[config.mk]
export PLATFORM = sky130hd
export DESIGN_NAME = counter_ngay_thang
export DESIGN_NICKNAME = d
export VERILOG_FILES = /design/src/rtl/counter_ngay_thang.sv
export SDC_FILE = /design/constraint.sdc
export NUM_CORES = 1
export LEC_CHECK = 0
export ABC_AREA = 1
export CORE_MARGIN = 5
export CORE_UTILIZATION = 52
export DETAILED_ROUTE_END_ITERATION = 12
export GPL_ROUTABILITY_DRIVEN = 0
export HOLD_SLACK_MARGIN = 0.02
export PLACE_DENSITY_LB_ADDON = 0.12
export SLEW_MARGIN = 15
export SYNTH_ARGS = -nofsm -noshare
export SYNTH_HDL_FRONTEND = slang
export SYNTH_SLANG_ARGS = --single-unit
[constraint.sdc]
create_clock -name clk -period 6.85 [get_ports clk]
set_input_delay 1.0275 -clock clk [delete_from_list [all_inputs] [get_ports clk]]
set_output_delay 1.0275 -clock clk [all_outputs]
set_load 0.02 [all_outputs]
[src/rtl/counter_ngay_thang.sv]
// Day-of-month / month counter for the calendar chain. Sizes February from the
// year counter's leap flag and emits the Dec 31 -> Jan 1 carry as year_inc.
module counter_ngay_thang #(
  parameter int unsigned RESET_DAY   = 1,
  parameter int unsigned RESET_MONTH = 1
) (
  input  logic       clk,
  input  logic       rst,
  input  logic       inc_auto,
  input  logic       inc_day_manual,
  input  logic       dec_day_manual,
  input  logic       inc_month_manual,
  input  logic       dec_month_manual,
  input  logic       leap,
  output logic [4:0] day,
  output logic [3:0] month,
  output logic [4:0] max_day,
  output logic       year_inc
);

  localparam logic [4:0] RST_DAY   = 5'(RESET_DAY);
  localparam logic [3:0] RST_MONTH = 4'(RESET_MONTH);

  logic [4:0] day_q, day_d;
  logic [3:0] month_q, month_d;
  logic [3:0] month_up, month_dn;
  logic [4:0] max_up, max_dn;

  function automatic logic [4:0] days_in(input logic [3:0] m, input logic lp);
    case (m)
      4'd4, 4'd6, 4'd9, 4'd11: days_in = 5'd30;
      4'd2:                    days_in = lp ? 5'd29 : 5'd28;
      default:                 days_in = 5'd31;
    endcase
  endfunction

  // Range compares (>=, <=) let an out-of-range month wrap back into 1..12.
  assign month_up = (month_q >= 4'd12) ? 4'd1  : month_q + 4'd1;
  assign month_dn = (month_q <= 4'd1)  ? 4'd12 : month_q - 4'd1;
  assign max_day  = days_in(month_q, leap);
  assign max_up   = days_in(month_up, leap);
  assign max_dn   = days_in(month_dn, leap);

  always_comb begin
    day_d   = day_q;
    month_d = month_q;
    if (inc_auto) begin
      if (day_q >= max_day) begin
        day_d   = 5'd1;
        month_d = month_up;
      end else begin
        day_d = day_q + 5'd1;
      end
    end else if (inc_day_manual) begin
      day_d = (day_q >= max_day) ? 5'd1 : day_q + 5'd1;
    end else if (dec_day_manual) begin
      day_d = (day_q <= 5'd1) ? max_day : day_q - 5'd1;
    end else if (inc_month_manual) begin
      month_d = month_up;
      day_d   = (day_q > max_up) ? max_up : day_q;
    end else if (dec_month_manual) begin
      month_d = month_dn;
      day_d   = (day_q > max_dn) ? max_dn : day_q;
    end else if (day_q > max_day) begin
      // Idle-cycle clamp, e.g. 29 Feb after leap drops.
      day_d = max_day;
    end
  end

  always_ff @(posedge clk) begin
    if (rst) begin
      day_q   <= RST_DAY;
      month_q <= RST_MONTH;
    end else begin
      day_q   <= day_d;
      month_q <= month_d;
    end
  end

  assign day      = day_q;
  assign month    = month_q;
  assign year_inc = inc_auto & ~rst & (month_q == 4'd12) & (day_q >= max_day);

endmodule

---- After elaboration in Yosys (flattened, before gate mapping) ----
Cells that the tools add are included.
storage, ports and cells
  logic and storage cells ................. 67
  latch bits .............................. 0
  bits in read-only memories .............. 0
  register bits ........................... 9
  bits of input ports ..................... 8
  memories kept ........................... 0
  memory bits (writable) .................. 0
  output and inout bits ................... 15
operators by class
  div/mod/pow operators ................... 0
  reductions and logical operators ........ 7
  $mul .................................... 0
  mux-type cells .......................... 22
  shift-type cells ........................ 0
  bitwise operators ....................... 4
  equality and inequality tests ........... 21
  $add $sub $neg .......................... 4
  order comparisons ....................... 7
operators by type and width
  cell                                                                   number
  5-bit 2-to-1 mux                                                       10
  4-bit 2-to-1 mux                                                       8
  4-bit equality test, second input constant                             7
  4-bit by 3-bit equality test with 1-bit output, second input constant  6
  5-bit greater-than comparator                                          3
  4-bit by 2-bit equality test with 1-bit output, second input constant  3
  2-bit one-hot mux with 2 select lines                                  3
  4-bit OR reduction                                                     3
  6-bit by 5-bit != test with 1-bit output, second input constant        1
  6-bit nonzero test                                                     1
  5-bit by 1-bit adder with 5-bit output, second input constant          1
  5-bit >= comparator                                                    1
  5-bit by 1-bit <= comparator with 1-bit output, second input constant  1
  5-bit by 4-bit != test with 1-bit output, second input constant        1
  5-bit by 1-bit subtractor with 5-bit output, second input constant     1
  4-bit by 1-bit adder with 4-bit output, second input constant          1
  4-bit >= comparator, second input constant                             1
  4-bit by 1-bit <= comparator with 1-bit output, second input constant  1
  2-bit != test, second input constant                                   2
  4-bit AND reduction                                                    1
  4-bit by 1-bit subtractor with 4-bit output, second input constant     1
  1-bit AND                                                              3
  3-bit AND reduction                                                    1
  3-bit nonzero test                                                     1
  other kinds (3)                                                        3

---- Logic depth before layout (Yosys ltp) ----
Gate-level depths: netlist of run 1.
  depth in word-level cells ............... 12
  mapped depth ............................ 20
  gate-level depth less buffers ........... 20

---- Least setup slack after synthesis of run 1 ----
No wires, ideal clock.
  path type ............................... register -> output
  start point ............................. reg month_q[0], in the netlist month[0]
  end point ............................... out year_inc
  arrival ................................. 2.581 ns
  stages on the path, launching flop included .. 11
  buffers on the path ..................... 0
  setup slack ............................. 3.241 ns
  data required time ...................... 5.822 ns
  path through ............................ dfxtp_1 > inv_2 > ha_1 > nand2_1 > inv_2 > a21oi_2 > ha_1 > nand3_1 > nand2_1 > nand2_1 > nor4_1
between the ends
  longest elaborated chain between the ends .. 5
  elaborated cells between the ends (all ways) .. 11
  classes of those cells .................. order compare (1); eq/ne (6); mux (1); bitwise (2); reduce/logical (1)
RTL lines
  item                                                                                          line  text
  from (decl)                                                                                   25    logic [3:0] month_q, month_d;
  from (signal assigned)                                                                        76    month_q <= month_d;
  4-bit by 3-bit equality test with 1-bit output / 4-bit equality test (equally long branches)  30    case (m)
  4-bit OR reduction                                                                            30
  2-bit one-hot mux with 2 select lines *                                                       30
  net max_day[1]                                                                                17    output logic [4:0] max_day,
  5-bit >= comparator *                                                                         82    assign year_inc = inc_auto & ~rst & (month_q == 4'd12) & (day_q >= max_day);
  1-bit AND *                                                                                   82
  to (decl)                                                                                     18    output logic year_inc
The timed path passes the listed nets; every way through them passes the cells marked *.

---- Worst setup path after layout of run 1 ----
  start point ............................. in leap
  end point ............................... out year_inc
between the ends
  longest elaborated chain between the ends .. 4
RTL lines
  item                                   line  text
  from (decl)                            14    input logic leap,
  1-bit 2-to-1 mux                       32    4'd2: days_in = lp ? 5'd29 : 5'd28;
  2-bit one-hot mux with 2 select lines  30
  5-bit >= comparator                    82
  1-bit AND                              82
Every way passes these cells.

==> results of run 1 <==
[routing by layer]
layer  track usage, %  vias up  share of wire, %
met3             1.96        6               3.8
met4             6.01        0               1.3
met2             35.4       37                50
met5                0        -                 0
met1             25.9      603                44
li1                 -      707                 -
[stage by stage]
step | util (%) | cells | setup WS (ns) | hold WS (ns)
final | 62.3 | 259 | 2.62 | 0.547
after global routing | 62.3 | 259 | 2.50 | 0.593
after CTS | 62.3 | 259 | 2.65 | 0.553
after detailed placement | 61.2 | 255 | 2.68 | 0.544
after global placement | 61.2 | 255 | 2.71 | 0.530
after floorplan | - | 211 | 3.24 | 0.591
[worst reg2reg max path, delay by kind of cell, from the launching register on]
family                   cells  cell delay, ns
AND/OR/NAND/NOR              9            0.79
flip-flops                   1            0.52
adder cells (fa/ha/maj)      2            0.52
AO/OA/AOI/OAI                4            0.50
buffers and inverters        5            0.49
[power groups by stage]
stage / combinational (mW) / sequential (mW) / clock, mW
floorplan: 0.0741 / 0.0707 / 0
global placement: 0.103 / 0.0696 / 0
detailed placement: 0.106 / 0.0702 / 0
CTS: 0.106 / 0.0690 / 0.0433
global route: 0.120 / 0.0703 / 0.0457
finish: 0.106 / 0.0691 / 0.0414
[synth_stat cells]
library cell,number,area (µm²)
nor2_4,2,22.5
a21oi_1,12,60.1
nor2_1,12,45.0
o21ai_2,2,17.5
nor4_1,1,6.26
xor2_1,3,26.3
a31oi_1,3,18.8
o211ai_1,3,22.5
buf_6,1,11.3
nand2_2,4,25.0
buf_2,1,5.00
o21a_1,1,7.51
ha_1,15,188
conb_1,1,3.75
xnor2_1,1,8.76
o211a_1,1,10.0
a21oi_2,3,26.3
o21ai_0,18,90.1
dfxtp_1,9,180
inv_4,1,6.26
inv_1,33,124
buf_4,3,22.5
nand3_1,9,45.0
nand4_1,2,12.5
o21bai_1,1,7.51
nand3_2,1,10.0
nor2_2,7,43.8
inv_2,5,18.8
nor3_1,1,5.00
o32ai_1,1,8.76
o21ai_1,3,15.0
nand2_1,49,184
[worst min-delay path by stage]
| stage | from | endpoint | slack, ns | cells past startpoint |
|---|---|---|---|---|
| 2_1_floorplan | day[4]$_SDFFE_PP0P_ | day[4]$_SDFFE_PP0P_ | 0.59 | 2 |
| 3_3_place_gp | day[4]$_SDFFE_PP0P_ | day[4]$_SDFFE_PP0P_ | 0.53 | 2 |
| 3_5_place_dp | day[4]$_SDFFE_PP0P_ | day[4]$_SDFFE_PP0P_ | 0.54 | 2 |
| 4_1_cts | day[4]$_SDFFE_PP0P_ | day[4]$_SDFFE_PP0P_ | 0.55 | 2 |
| 5_1_grt | day[4]$_SDFFE_PP0P_ | day[4]$_SDFFE_PP0P_ | 0.59 | 2 |
| 6_report | day[4]$_SDFFE_PP0P_ | day[4]$_SDFFE_PP0P_ | 0.55 | 2 |
[cell families after synthesis]
family                   share of synthesized area (%)
other                                            0.294
flip-flops                                        14.1
XOR/XNOR                                          2.74
buffers and inverters                             14.7
AND/OR/NAND/NOR                                   31.2
adder cells (fa/ha/maj)                           14.7
AO/OA/AOI/OAI                                     22.2
[area by class of cell]
cell class                 count  area [µm²]  area share, %
multi-input combinational    158         917           61.1
timing repair buffer          19         190           12.7
sequential                     9         180           12.0
inverter                      39         149           9.92
tap                           30        37.5           2.50
clock buffer                   4        26.3           1.75
[flip-flops by register name, summed over array words and instances (netlist names)]
signal / flops
day: 5
month: 4
==> impl_metrics.tcl, run 1 <==
set metrics [dict create \
    setup_tns_ns 0 \
    cp_cell_sequence "clkdlybuf4s50_1, inv_1, a21oi_2, ha_1, o21bai_1, nand2_1, nand2_1, nand2_1, nor4_1, clkdlybuf4s50_1" \
    first_pass_iters 4 \
    vdd_ir_drop_max_uv 130 \
    critical_path_depth 10 \
    endpoint "year_inc" \
    area_delta_synth_final_pct 17.4 \
    clockBufferDepth 2 \
    comb_power_share_pct 49.1 \
    drc 0 \
    finalInstanceArea_um2 1500 \
    ys_warn_count 0 \
    crit_path_top_delay_cell "clkdlybuf4s50_1" \
    row_count 18 \
    leakagePower_nw 0.745 \
    synth.avg_cell_area_um2 6.11 \
    cp-start-kind "primary input" \
    num_vias 1353 \
    path_delay_family "buffers and inverters" \
    io_buffers 19 \
    clk-insertion-delay-late_ns 0.26 \
    sequentialPowerShare_pct 31.9 \
    cp_common_cell "nand2_1" \
    critical_path_class "primary input to output pin" \
    pin_count 23 \
    drive_gt1_share_pct 12.2 \
    total_power_mw 0.217 \
    n_fill_cell 239 \
    die_y_um 59.6 \
    grt-ovfl-total 0 \
    start_util_pct 53.0 \
    cts_buffers 3 \
    wl_um 3260 \
    crit_required_ns 5.82 \
    p_clk_share_pct 19.1 \
    cts.clk_slew.worst_paths_ns 0.06 \
    cts_tree "done" \
    max_stage_delay_ns 0.67 \
    crit_buf_inv 3 \
    grt_pass1_vias 1355 \
    swShare_pct 43.7 \
    synth-seq-cells 9 \
    syn_inst 209 \
    nets 253 \
    p_sw_mw 0.0949 \
    avgViaCountPerCell 5.22 \
    worstHoldPathType "register to register" \
    outcome "finished, final reports clean" \
    track_usage_pct 20.2 \
    worstReg2RegEnd "day[1]$_SDFFE_PP0P_" \
    grt_setup_unrepaired "no" \
    core_area_um2 2410 \
    yosysUniqueCellTypes 32 \
    fmax_mhz 237 \
    cts_setup_buffers 0 \
    fin_crit_ns 4.23 \
    postPlaceCellArea_um2 1470 \
    final_common_cell "nand2_1" \
    ctsHoldBuffers 0 \
    setup_viol 0 \
    post_cts_resized 0 \
    r2r_cells 20 \
    grt_start_max_net_pins 11 \
    root_buffer "clkbuf_4" \
    rr_startpoint "month[0]$_SDFFE_PP1P_" \
    hold_viol_final 0 \
    syn-cell-area_um2 1280 \
    antenna_found_initial 0 \
    r2r_slack_ns 3.96 \
    p_int_mw 0.122 \
    layout_common_cells "49 x nand2_1, 33 x inv_1, 19 x clkdlybuf4s50_1" \
    wl_per_cell_um 12.6 \
    finalCritPeriodShare_pct 61.7 \
    seq_area_frac_synth_pct 14.1 \
    grt_pass1_wl_um 5720 \
    cap_violations 0 \
    drt_iter0_markers 58 \
    crit_start "leap" \
    htree_levels 1 \
    dp_hpwl_um 2650 \
    critPathMaxFanout 4 \
    critical_path_arrival_ns 3.20 \
    n_antenna_cell 0 \
    slew_viol_final 0 \
    die_w_um 59.6 \
    clock-sinks 9 \
    p_per_area_nw_per_um2 145 \
    dieArea_um2 3550 \
    end_kind "output pin" \
    finClkSkew_ns 0.00588 \
    ant_nets 0 \
]
No activity file was read; power rests on OpenSTA's default activity.
==> run 2, diff against run 1 <==
==> constraint.sdc (replaced) <==
create_clock -name clk -period 4.4 [get_ports clk]
set_input_delay 0.66 -clock clk [delete_from_list [all_inputs] [get_ports clk]]
set_output_delay 0.66 -clock clk [all_outputs]
set_load 0.02 [all_outputs]
==> impl_metrics.tcl, run 2 (synthesis gave the netlist of run 1 again) <==
set metrics [dict create \
    htree_levels 1 \
    pin_count 23 \
    leakagePower_nw 0.745 \
    place_ws_ns 0.982 \
    postPlaceCellArea_um2 1470 \
    track_usage_pct 19.6 \
    finalCritPeriodShare_pct 84.0 \
    hold_depth 2 \
    drive_gt1_share_pct 12.2 \
    finalInstanceArea_um2 1500 \
    crit_required_ns 3.74 \
    end_kind "output pin" \
    root_buffer "clkbuf_4" \
    cts_buffers 3 \
    critPathMaxFanout 9 \
    clk-insertion-delay-late_ns 0.26 \
    grt-ovfl-total 0 \
    largest_reg_flops 5 \
    hold_ws_ns 0.546 \
    hold_end "day[4]$_SDFFE_PP0P_" \
    cap_violations 0 \
    post_cts_resized 0 \
    worstHoldPathType "register to register" \
    slew_viol_final 0 \
    fmax_mhz 271 \
    r2r_slack_ns 1.53 \
    core_area_um2 2410 \
    setup_viol 0 \
    nets 253 \
    fin_crit_ns 3.70 \
    grt_setup_unrepaired "no" \
    drt_iter0_markers 70 \
    clock-sinks 9 \
    clockBufferDepth 2 \
    critical_path_class "register to output pin" \
    avgViaCountPerCell 5.41 \
    outcome "finished, final reports clean" \
    finClkSkew_ns 0.00425 \
    antenna_found_initial 0 \
    grt_start_max_net_pins 11 \
    final_common_cell "nand2_1" \
    area_delta_synth_final_pct 17.4 \
    vdd_ir_drop_max_uv 255 \
    start_util_pct 53.0 \
    r2r_cells 19 \
    ctsHoldBuffers 0 \
    worstHoldStart "day[4]$_SDFFE_PP0P_" \
    wl_um 3270 \
    cp-start-kind "register" \
    grt_pass1_wl_um 5560 \
    die_y_um 59.6 \
    dieArea_um2 3550 \
    rr_startpoint "month[0]$_SDFFE_PP1P_" \
    layout_common_cells "49 x nand2_1, 33 x inv_1, 19 x clkdlybuf4s50_1" \
    drc 0 \
    critical_path_arrival_ns 3.04 \
    n_antenna_cell 0 \
    dp_hpwl_um 2620 \
    row_count 18 \
    ant_nets 0 \
    hold_viol_final 0 \
    p_per_area_nw_per_um2 226 \
    first_pass_iters 4 \
    cts_setup_buffers 0 \
    die_w_um 59.6 \
    num_vias 1400 \
    cts.clk_slew.worst_paths_ns 0.06 \
    cts_tree "done" \
    grt_pass1_vias 1364 \
    setup_slack_ns 0.704 \
    worstReg2RegEnd "day[1]$_SDFFE_PP0P_" \
    io_buffers 19 \
    wl_per_cell_um 12.6 \
    n_fill_cell 252 \
    fin_util_pct 62.3 \
    setup_tns_ns 0 \
]
run 2: cell counts in the layout (fill, tap and decap cells not counted):
No cell type changed its count.
run 2: routing by layer:
metal | routed length [µm] | vias to the layer above | global-route usage, %
met4 | 57 | 0 | 7.59
met5 | 0 | - | 0
met2 | 1610 | 56 | 34.5
li1 | - | 704 | -
met1 | 1440 | 632 | 23.3
met3 | 166 | 8 | 3.49
run 2: worst max-delay path, stage by stage (launching register included):
cell             delay [ns]
dfxtp_1                0.52
inv_2                  0.15
ha_1                   0.24
nand2_1                0.15
inv_2                  0.06
ha_1                   0.31
inv_1                  0.05
o21bai_1               0.16
nand2_1                0.07
nand2_1                0.10
nand2_1                0.09
nor4_1                 0.21
clkdlybuf4s50_1        0.66
run 2: how the worst max path moves through the flow:
| stage | slack [ns] | startpoint | cells past startpoint | endpoint |
|---|---|---|---|---|
| after global routing | 0.49 | month[0]$_SDFFE_PP1P_ | 12 | year_inc |
| after CTS | 0.71 | month[0]$_SDFFE_PP1P_ | 12 | year_inc |
| final | 0.70 | month[0]$_SDFFE_PP1P_ | 12 | year_inc |
| after global placement | 0.99 | leap | 10 | year_inc |
| after floorplan | 1.16 | month[0]$_SDFFE_PP1P_ | 10 | year_inc |
| after detailed placement | 0.98 | leap | 10 | year_inc |
run 2: power breakdown:
group / internal, mW / switching [mW] / total (mW)
Clock: 0.0349 / 0.0285 / 0.0634
Combinational: 0.0666 / 0.101 / 0.167
Sequential: 0.0888 / 0.0189 / 0.108
run 2: metrics by stage:
stage                     total power, mW  instances
after global routing                0.370        259
final                               0.338        259
after floorplan                     0.225        211
after detailed placement            0.275        255
after global placement              0.269        255
after CTS                           0.340        259
run 2: final cells by class:
| cell class | instances | area [µm²] | share of cell area, % |
|---|---|---|---|
| Clock buffer | 4 | 26.3 | 1.75 |
| Inverter | 39 | 149 | 9.92 |
| Multi-Input combinational cell | 158 | 917 | 61.1 |
| Tap cell | 30 | 37.5 | 2.50 |
| Timing Repair Buffer | 19 | 190 | 12.7 |
| Sequential cell | 9 | 180 | 12.0 |
==> run 3, diff against run 2 <==
--- a/config.mk
+++ b/config.mk
@@ -7,7 +7,7 @@
 export LEC_CHECK = 0
 export ABC_AREA = 1
 export CORE_MARGIN = 5
-export CORE_UTILIZATION = 52
+export CORE_UTILIZATION = 48
 export DETAILED_ROUTE_END_ITERATION = 12
 export GPL_ROUTABILITY_DRIVEN = 0
 export HOLD_SLACK_MARGIN = 0.02
==> constraint.sdc (replaced) <==
create_clock -name clk -period 3.2 [get_ports clk]
set_input_delay 0.48 -clock clk [delete_from_list [all_inputs] [get_ports clk]]
set_output_delay 0.48 -clock clk [all_outputs]
set_load 0.02 [all_outputs]
==> impl_metrics.tcl, run 3 (synthesis gave the netlist of run 1 again) <==
set metrics [dict create \
    outcome "finished, final reports clean" \
    num_vias 1398 \
    stdcell_count 262 \
    final_common_cell "nand2_1" \
    grt_use_met3_pct 3.35 \
    hold_depth 2 \
    finalCritPeriodShare_pct 89.4 \
    cts_tree "done" \
    drc 0 \
    clockBufferDepth 2 \
    row_count 18 \
    globalRouteMet1Util_pct 23.1 \
    nets 256 \
    grt_setup_unrepaired "no" \
    antenna_found_initial 0 \
    first_pass_iters 4 \
    fmax_mhz 349 \
    area_delta_synth_final_pct 18.9 \
    avgViaCountPerCell 5.34 \
    wl_per_cell_um 12.2 \
    largest_reg_flops 5 \
    hold_viol_final 0 \
    p_per_area_nw_per_um2 308 \
    worstHoldStart "day[4]$_SDFFE_PP0P_" \
    layout_common_cells "49 x nand2_1, 33 x inv_1, 18 x o21ai_0, 18 x clkdlybuf4s50_1, 15 x ha_1" \
    grt_pass1_vias 1287 \
    wl_um 3200 \
    start_util_pct 50.6 \
    postPlaceCellArea_um2 1500 \
    htree_levels 1 \
    hold_ws_ns 0.549 \
    setup_tns_ns 0 \
    placed_cells 258 \
    track_usage_pct 18.2 \
    cap_violations 0 \
    fin_util_pct 60.2 \
    total_power_mw 0.468 \
    ant_nets 0 \
    die_y_um 61.6 \
    grt_util_met2_pct 32.4 \
    critical_path_class "register to output pin" \
    grt_pass1_wl_um 5320 \
    core_area_um2 2520 \
    setup_slack_ns 0.339 \
    root_buffer "clkbuf_4" \
    dp_hpwl_um 2570 \
    cts.clk_slew.worst_paths_ns 0.07 \
    io_buffers 19 \
    drive_gt1_share_pct 14.2 \
    ctsHoldBuffers 0 \
    rr_startpoint "month[1]$_SDFFE_PP0P_" \
    r2r_slack_ns 0.48 \
    pin_count 23 \
    cts_buffers 3 \
    die_w_um 61.6 \
    worstReg2RegEnd "day[1]$_SDFFE_PP0P_" \
    fin_crit_ns 2.86 \
    setup_viol 0 \
    critPathMaxFanout 6 \
    r2r_cells 19 \
    cp-start-kind "register" \
    critical_path_arrival_ns 2.38 \
    end_kind "output pin" \
    worstHoldPathType "register to register" \
    top_usage_layer "met2" \
    finClkSkew_ns 0.00328 \
    slew_viol_final 0 \
    dieArea_um2 3790 \
    hold_end "day[4]$_SDFFE_PP0P_" \
    clock-sinks 9 \
    vdd_ir_drop_max_uv 357 \
    clk-insertion-delay-late_ns 0.27 \
    place_ws_ns 0.137 \
    crit_required_ns 2.72 \
    grt_start_max_net_pins 11 \
    grt-ovfl-total 0 \
    n_antenna_cell 0 \
    n_fill_cell 244 \
    finalInstanceArea_um2 1520 \
    leakagePower_nw 0.764 \
    drt_iter0_markers 104 \
]
==> run 3: cell types whose count changed in the layout (fill, tap and decap cells not counted), sizes merged <==
| cell | before | now |
|---|---|---|
| clkinv | 0 | 1 |
| clkdlybuf4s50 | 19 | 18 |
| buf | 0 | 3 |
==> run 3: metal layers <==
metal | share of wire, % | up-vias | wire length, µm
met5 | 0 | - | 0
met4 | 0 | 0 | 0
met1 | 44 | 624 | 1400
met2 | 50 | 59 | 1600
li1 | - | 715 | -
met3 | 6.3 | 0 | 200
==> run 3: power breakdown <==
| part | internal, mW | switching [mW] |
|---|---|---|
| Combinational | 0.0931 | 0.138 |
| Clock | 0.0463 | 0.0446 |
| Sequential | 0.122 | 0.0234 |
| Total | 0.261 | 0.206 |
==> run 3: worst max-delay path by stage <==
stage	from	endpoint	cells after the start
after global routing	month[1]$_SDFFE_PP0P_	year_inc	11
after global placement	leap	year_inc	10
after CTS	month[1]$_SDFFE_PP0P_	year_inc	11
final	month[1]$_SDFFE_PP0P_	year_inc	11
after floorplan	month[0]$_SDFFE_PP1P_	year_inc	10
after detailed placement	leap	year_inc	10
==> run 3: area by class of cell <==
cell class	count	area, µm²	area share [%]
multi-input combinational	158	917	60.4
timing repair buffer	22	208	13.7
sequential	9	180	11.9
inverter	39	149	9.80
tap	30	37.5	2.47
clock buffer	3	22.5	1.48
clock inverter	1	5.00	0.329
==> run 3: critical path: stages (launching register included) <==
cell and delay, ns:
dfxtp_1 0.45, inv_1 0.10, ha_1 0.22, o21ai_0 0.17
nand2_1 0.11, a21oi_2 0.19, ha_1 0.17, nand3_1 0.08
nand2_1 0.10, nand2_1 0.09, nor4_1 0.20, clkbuf_2 0.22
==> run 3: timing repair <==
item,CTS,global route
buffers inserted,0,0
setup endpoints to repair,1,1
gates resized for setup,1,3
==> patch 1, RTL diff (settings of run 3) <==
Register the inputs `inc_auto`, `inc_day_manual`, `dec_day_manual`, `inc_month_manual`, `dec_month_manual` and `leap` before use, cleared by the reset. The logic sees them one clock later. Comments in the files are not updated.
--- a/src/rtl/counter_ngay_thang.sv
+++ b/src/rtl/counter_ngay_thang.sv
@@ -22,4 +22,29 @@
   localparam logic [3:0] RST_MONTH = 4'(RESET_MONTH);
 
+  logic inc_auto_q;
+  logic inc_day_manual_q;
+  logic dec_day_manual_q;
+  logic inc_month_manual_q;
+  logic dec_month_manual_q;
+  logic leap_q;
+
+  always_ff @(posedge clk) begin
+    if (rst) begin
+      inc_auto_q         <= '0;
+      inc_day_manual_q   <= '0;
+      dec_day_manual_q   <= '0;
+      inc_month_manual_q <= '0;
+      dec_month_manual_q <= '0;
+      leap_q             <= '0;
+    end else begin
+      inc_auto_q         <= inc_auto;
+      inc_day_manual_q   <= inc_day_manual;
+      dec_day_manual_q   <= dec_day_manual;
+      inc_month_manual_q <= inc_month_manual;
+      dec_month_manual_q <= dec_month_manual;
+      leap_q             <= leap;
+    end
+  end
+
   logic [4:0] day_q, day_d;
   logic [3:0] month_q, month_d;
@@ -38,12 +63,12 @@
   assign month_up = (month_q >= 4'd12) ? 4'd1  : month_q + 4'd1;
   assign month_dn = (month_q <= 4'd1)  ? 4'd12 : month_q - 4'd1;
-  assign max_day  = days_in(month_q, leap);
-  assign max_up   = days_in(month_up, leap);
-  assign max_dn   = days_in(month_dn, leap);
+  assign max_day  = days_in(month_q, leap_q);
+  assign max_up   = days_in(month_up, leap_q);
+  assign max_dn   = days_in(month_dn, leap_q);
 
   always_comb begin
     day_d   = day_q;
     month_d = month_q;
-    if (inc_auto) begin
+    if (inc_auto_q) begin
       if (day_q >= max_day) begin
         day_d   = 5'd1;
@@ -52,12 +77,12 @@
         day_d = day_q + 5'd1;
       end
-    end else if (inc_day_manual) begin
+    end else if (inc_day_manual_q) begin
       day_d = (day_q >= max_day) ? 5'd1 : day_q + 5'd1;
-    end else if (dec_day_manual) begin
+    end else if (dec_day_manual_q) begin
       day_d = (day_q <= 5'd1) ? max_day : day_q - 5'd1;
-    end else if (inc_month_manual) begin
+    end else if (inc_month_manual_q) begin
       month_d = month_up;
       day_d   = (day_q > max_up) ? max_up : day_q;
-    end else if (dec_month_manual) begin
+    end else if (dec_month_manual_q) begin
       month_d = month_dn;
       day_d   = (day_q > max_dn) ? max_dn : day_q;
@@ -80,5 +105,5 @@
   assign day      = day_q;
   assign month    = month_q;
-  assign year_inc = inc_auto & ~rst & (month_q == 4'd12) & (day_q >= max_day);
+  assign year_inc = inc_auto_q & ~rst & (month_q == 4'd12) & (day_q >= max_day);
 
 endmodule
Function: changed (a bounded check fails within 4 cycles, from zero or initial values and one cycle with rst high).
==> patch 1 against run 3 <==
Power is 36% higher; sequential share of layout area is 6.0 points higher; combinational power is 30% higher; worst setup slack worse by 0.069 ns; sequential cell count is 6 higher; synthesized cell count is 7.2% higher; clock skew is 0.0053 ns higher; wire length is 6.0% higher; clock power is 19% higher; area after synthesis is 9.0% higher; cell area is 10% higher; die area is 7.5% higher; largest power group unchanged; highest routed layer unchanged.
==> patch 1: results <==
export IMPL_status="completed"
export IMPL_yosysMostFrequentCell="nand2_1"
export IMPL_antenna_found_initial=0
export IMPL_grt_pass1_wl_mm=5.82
export IMPL_clk_latency_ns=0.28
export IMPL_irDropWorstVdd_v=0.000295
export IMPL_clock_path_buffers=2
export IMPL_drive_gt1_share_pct=9.52
export IMPL_synth_distinct_cells=31
export IMPL_diodes=0
export IMPL_path_delay_family="simple AND/OR/NAND/NOR gates"
export IMPL_yosysSeqAreaShare_pct=21.6
export IMPL_cpPeakStageDelay_ns=0.39
export IMPL_numCtsBuffers=3
export IMPL_dpl_cell_area_um2=1660
export IMPL_min_from="day[4]$_SDFFE_PP0P_"
export IMPL_grt_pass1_vias=1345
export IMPL_largest_reg_flops=5
export IMPL_hp_class="reg2reg"
export IMPL_crit_path_max_fanout=4
export IMPL_track_usage_pct=16.8
export IMPL_cts_setup_buffers=0
export IMPL_synthTopCellsByArea="dfxtp_1 22%, nand2_1 14%, ha_1 13%"
export IMPL_sw_frac_of_total_pct=41.7
export IMPL_port_buffers=19
export IMPL_r2r_start="month[1]$_SDFFE_PP0P_"
export IMPL_async_flop_share_pct=0
export IMPL_pg_comb_uw=302
export IMPL_p_leak_nw=0.850
export IMPL_dp_hpwl_mm=2.76
export IMPL_drt_iter0_markers=128
export IMPL_cp_slowest_cell="dfxtp_1"
export IMPL_dp_slack_ns=0.0979
export IMPL_critPathLaunch="month[0]$_SDFFE_PP1P_"
export IMPL_arrival_ns=2.45
export IMPL_fillers=270
export IMPL_routed_via_density=5.14
export IMPL_grt_max_degree=11
export IMPL_synth_main_ff_cell="dfxtp_1"
export IMPL_cts_root_buf="clkbuf_4"
export IMPL_finalClockSkew_ns=0.00855
export IMPL_wl_mm=3.39
export IMPL_netlist_top_cells_count="51 x nand2_1, 42 x inv_1, 23 x nor2_1, 19 x o21ai_0"
export IMPL_yosysWarnings=0
export IMPL_clk_power_uw=108
export IMPL_finalNetCount=276
export IMPL_path_clk_slew_ns=0.09
export IMPL_core_um2=2760
export IMPL_htree_levels=1
patch 1: changes by cell type after synthesis, moves of 3 or more:
cell / change
a21oi_1: +3
a31oi_1: -3
dfxtp_1: +6
nor2_1: +11
inv_1: +9
nor2_2: -4
inv_2: -3
patch 1: routing by layer:
layer / up-vias / wire length (um) / global-route usage [%]
met1: 637 / 1760 / 24.2
met2: 53 / 1400 / 26.4
met5: - / 0 / 0
li1: 766 / - / -
met4: 0 / 0 / 3.38
met3: 0 / 234 / 2.80
patch 1: timing repair:
item                                    in CTS  in global routing
endpoints found under the setup margin       1                  1
pin swaps                                    0                  0
hold buffers                                 0                  0
resized for setup                            1                  4
hold endpoints to repair                     0                  0
patch 1: through the flow:
step                hold slack [ns]  util (%)  instances  power (mW)
detailed placement            0.522      60.0        279       0.530
global placement              0.519      60.0        279       0.528
global route                  0.583      60.8        283       0.693
floorplan                     0.523         -        226       0.435
CTS                           0.538      60.9        283       0.640
finish                        0.538      60.8        283       0.637
patch 1: area by class of cell:
type                            count  share of cell area (%)
Tap cell                           31                    2.31
Multi-Input combinational cell    163                    54.2
Clock buffer                        4                    1.57
Timing Repair Buffer               26                    14.2
Inverter                           44                    9.85
Sequential cell                    15                    17.9
patch 1: path summary, 6_finish.rpt:
kind,endpoint,slack (ns),cells past startpoint
setup reg to reg,day[1]$_SDFFE_PP0P_,0.51,19
setup / recovery,year_inc,0.27,12
hold reg to reg,day[4]$_SDFFE_PP0P_,0.54,2
hold / removal,day[4]$_SDFFE_PP0P_,0.54,2
patch 1: kinds of logic after synthesis:
logic type | synth area share, %
adder cells (fa/ha/maj) | 13.5
buffers and inverters | 13.7
AND/OR/NAND/NOR | 29.1
AO/OA/AOI/OAI | 21.2
other | 0.269
XOR/XNOR | 0.629
flip-flops | 21.6
==> patch 2, RTL diff (config.mk and constraints of run 3) <==
Without the edit above. Make the reset (`rst`) asynchronous in one clocked block.
--- a/src/rtl/counter_ngay_thang.sv
+++ b/src/rtl/counter_ngay_thang.sv
@@ -68,5 +68,5 @@
   end
 
-  always_ff @(posedge clk) begin
+  always_ff @(posedge clk or posedge rst) begin
     if (rst) begin
       day_q   <= RST_DAY;
Behaviour: differs if rst is asserted again (counterexample within 4 cycles, from zero or initial values and one cycle with rst high); with rst held inactive, the same outputs for 10 cycles.
==> patch 2 against run 3 <==
Cell count up 1.5%; core utilization shrank 1.5 points; synthesized cell count rose by 0.48%; worst setup slack got worse by 0.088 ns; first-iteration DRC count increased by 5.8%; die area is 3.7% higher; wire length increased by 8.1%; sequential cell count is the same; cell area grew 4.8%; area after synthesis is 4.4% higher; critical endpoint is now day[3]$_DFFE_PP0P_; largest cell class unchanged.
Power is left out: it rests on default switching activity, and per cell area and clock period it moved more than threefold.
==> patch 2: results <==
export IMPL_synth_distinct_cells=36
export IMPL_r2r_cells=20
export IMPL_grt_pass1_vias=1323
export IMPL_critPathLaunch="month[0]$_DFFE_PP1P_"
export IMPL_hp_class="in2async"
export IMPL_dp_slack_ns=0.154
export IMPL_routed_via_density=5.37
export IMPL_finalClockSkew_ns=0.00396
export IMPL_grt_max_degree=12
export IMPL_instances_no_fill=266
export IMPL_wl_mm=3.46
export IMPL_synth_main_ff_cell="dfrtp_1"
export IMPL_grt_pass1_wl_mm=5.84
export IMPL_dp_hpwl_mm=2.84
export IMPL_netlist_top_cells_count="52 x nand2_1, 35 x inv_1, 15 x ha_1, 15 x nand3_1, 13 x nor2_1"
export IMPL_drive_gt1_share_pct=14.9
export IMPL_crit_path_max_fanout=11
export IMPL_arrival_ns=3.11
export IMPL_yosysSeqAreaShare_pct=17.1
export IMPL_async_flop_share_pct=100
export IMPL_r2r_slack_ns=0.25
export IMPL_avgSynthCellArea_um2=6.35
export IMPL_layout_min_cycle_time_ns=2.95
export IMPL_drt_iter0_markers=110
export IMPL_final_seq_area_um2=228
export IMPL_track_usage_pct=17.9
export IMPL_status="completed"
export IMPL_criticalPathCategory="reg2reg"
export IMPL_dpl_cell_area_um2=1570
export IMPL_r2r_end="day[3]$_DFFE_PP0P_"
export IMPL_cp_endpoint="day[3]$_DFFE_PP0P_"
export IMPL_synthTopCellsByArea="nand2_1 15%, ha_1 14%, dfrtp_1 13%"
==> patch 2: critical path, cell delays in order (launching register included) <==
cell and delay (ns):
dfstp_2 0.54, inv_2 0.08, ha_1 0.24, inv_1 0.12
nand2_1 0.08, nand2_2 0.09, nand3_1 0.11, inv_1 0.10
nand2_1 0.06, nand2_1 0.07, nand2_1 0.05, nand2_1 0.08
inv_1 0.05, ha_1 0.26, nand2_1 0.05, nand4_1 0.08
nand3_1 0.09, a21oi_1 0.35, inv_1 0.13, o21ai_1 0.16
inv_1 0.05
==> patch 2: cells by family after synthesis <==
| family | after synthesis | share of synthesized area [%] |
|---|---|---|
| AO/OA/AOI/OAI | 35 | 15.9 |
| XOR/XNOR | 1 | 0.657 |
| adder cells (fa/ha/maj) | 15 | 14.1 |
| buffers and inverters | 45 | 14.1 |
| flip-flops | 9 | 17.1 |
| other | 1 | 0.281 |
| AND/OR/NAND/NOR | 104 | 37.9 |
==> patch 2: final cells by class <==
type	count	share of cell area, %
Timing Repair Buffer	24	14.0
Sequential cell	9	14.3
Inverter	40	9.43
Multi-Input combinational cell	158	58.2
Clock buffer	4	1.65
Tap cell	31	2.44
==> patch 2: what timing repair did <==
| action | 4_1_cts | 5_1_grt |
|---|---|---|
| pin swaps | 0 | 0 |
| cloned | 0 | 0 |
| gates resized for setup | 1 | 3 |
| buffers inserted | 0 | 0 |
| setup endpoints to repair | 1 | 1 |
| hold buffers | 0 | 0 |
==> patch 2: worst min-delay path by stage <==
| stage | start | end | slack, ns | depth (start not counted) |
|---|---|---|---|---|
| 6_report | rst | month[2]$_DFFE_PP0P_ | 0.52 | 2 |
| 5_1_grt | rst | month[1]$_DFFE_PP0P_ | 0.55 | 2 |
| 4_1_cts | rst | month[2]$_DFFE_PP0P_ | 0.53 | 2 |
| 3_5_place_dp | day[0]$_DFFE_PP1P_ | day[0]$_DFFE_PP1P_ | 0.53 | 2 |
| 3_3_place_gp | day[0]$_DFFE_PP1P_ | day[0]$_DFFE_PP1P_ | 0.52 | 2 |
| 2_1_floorplan | rst | day[1]$_DFFE_PP0P_ | 0.31 | 1 |
==> patch 2: per-layer routing <==
| metal | wire length [um] | track usage, % | share of wire (%) | vias to the layer above |
|---|---|---|---|---|
| li1 | - | - | - | 719 |
| met2 | 1850 | 34.2 | 54 | 43 |
| met4 | 49 | 5.31 | 1.4 | 0 |
| met5 | 0 | 0 | 0 | - |
| met3 | 171 | 3.42 | 4.9 | 9 |
| met1 | 1380 | 19.5 | 40 | 657 |
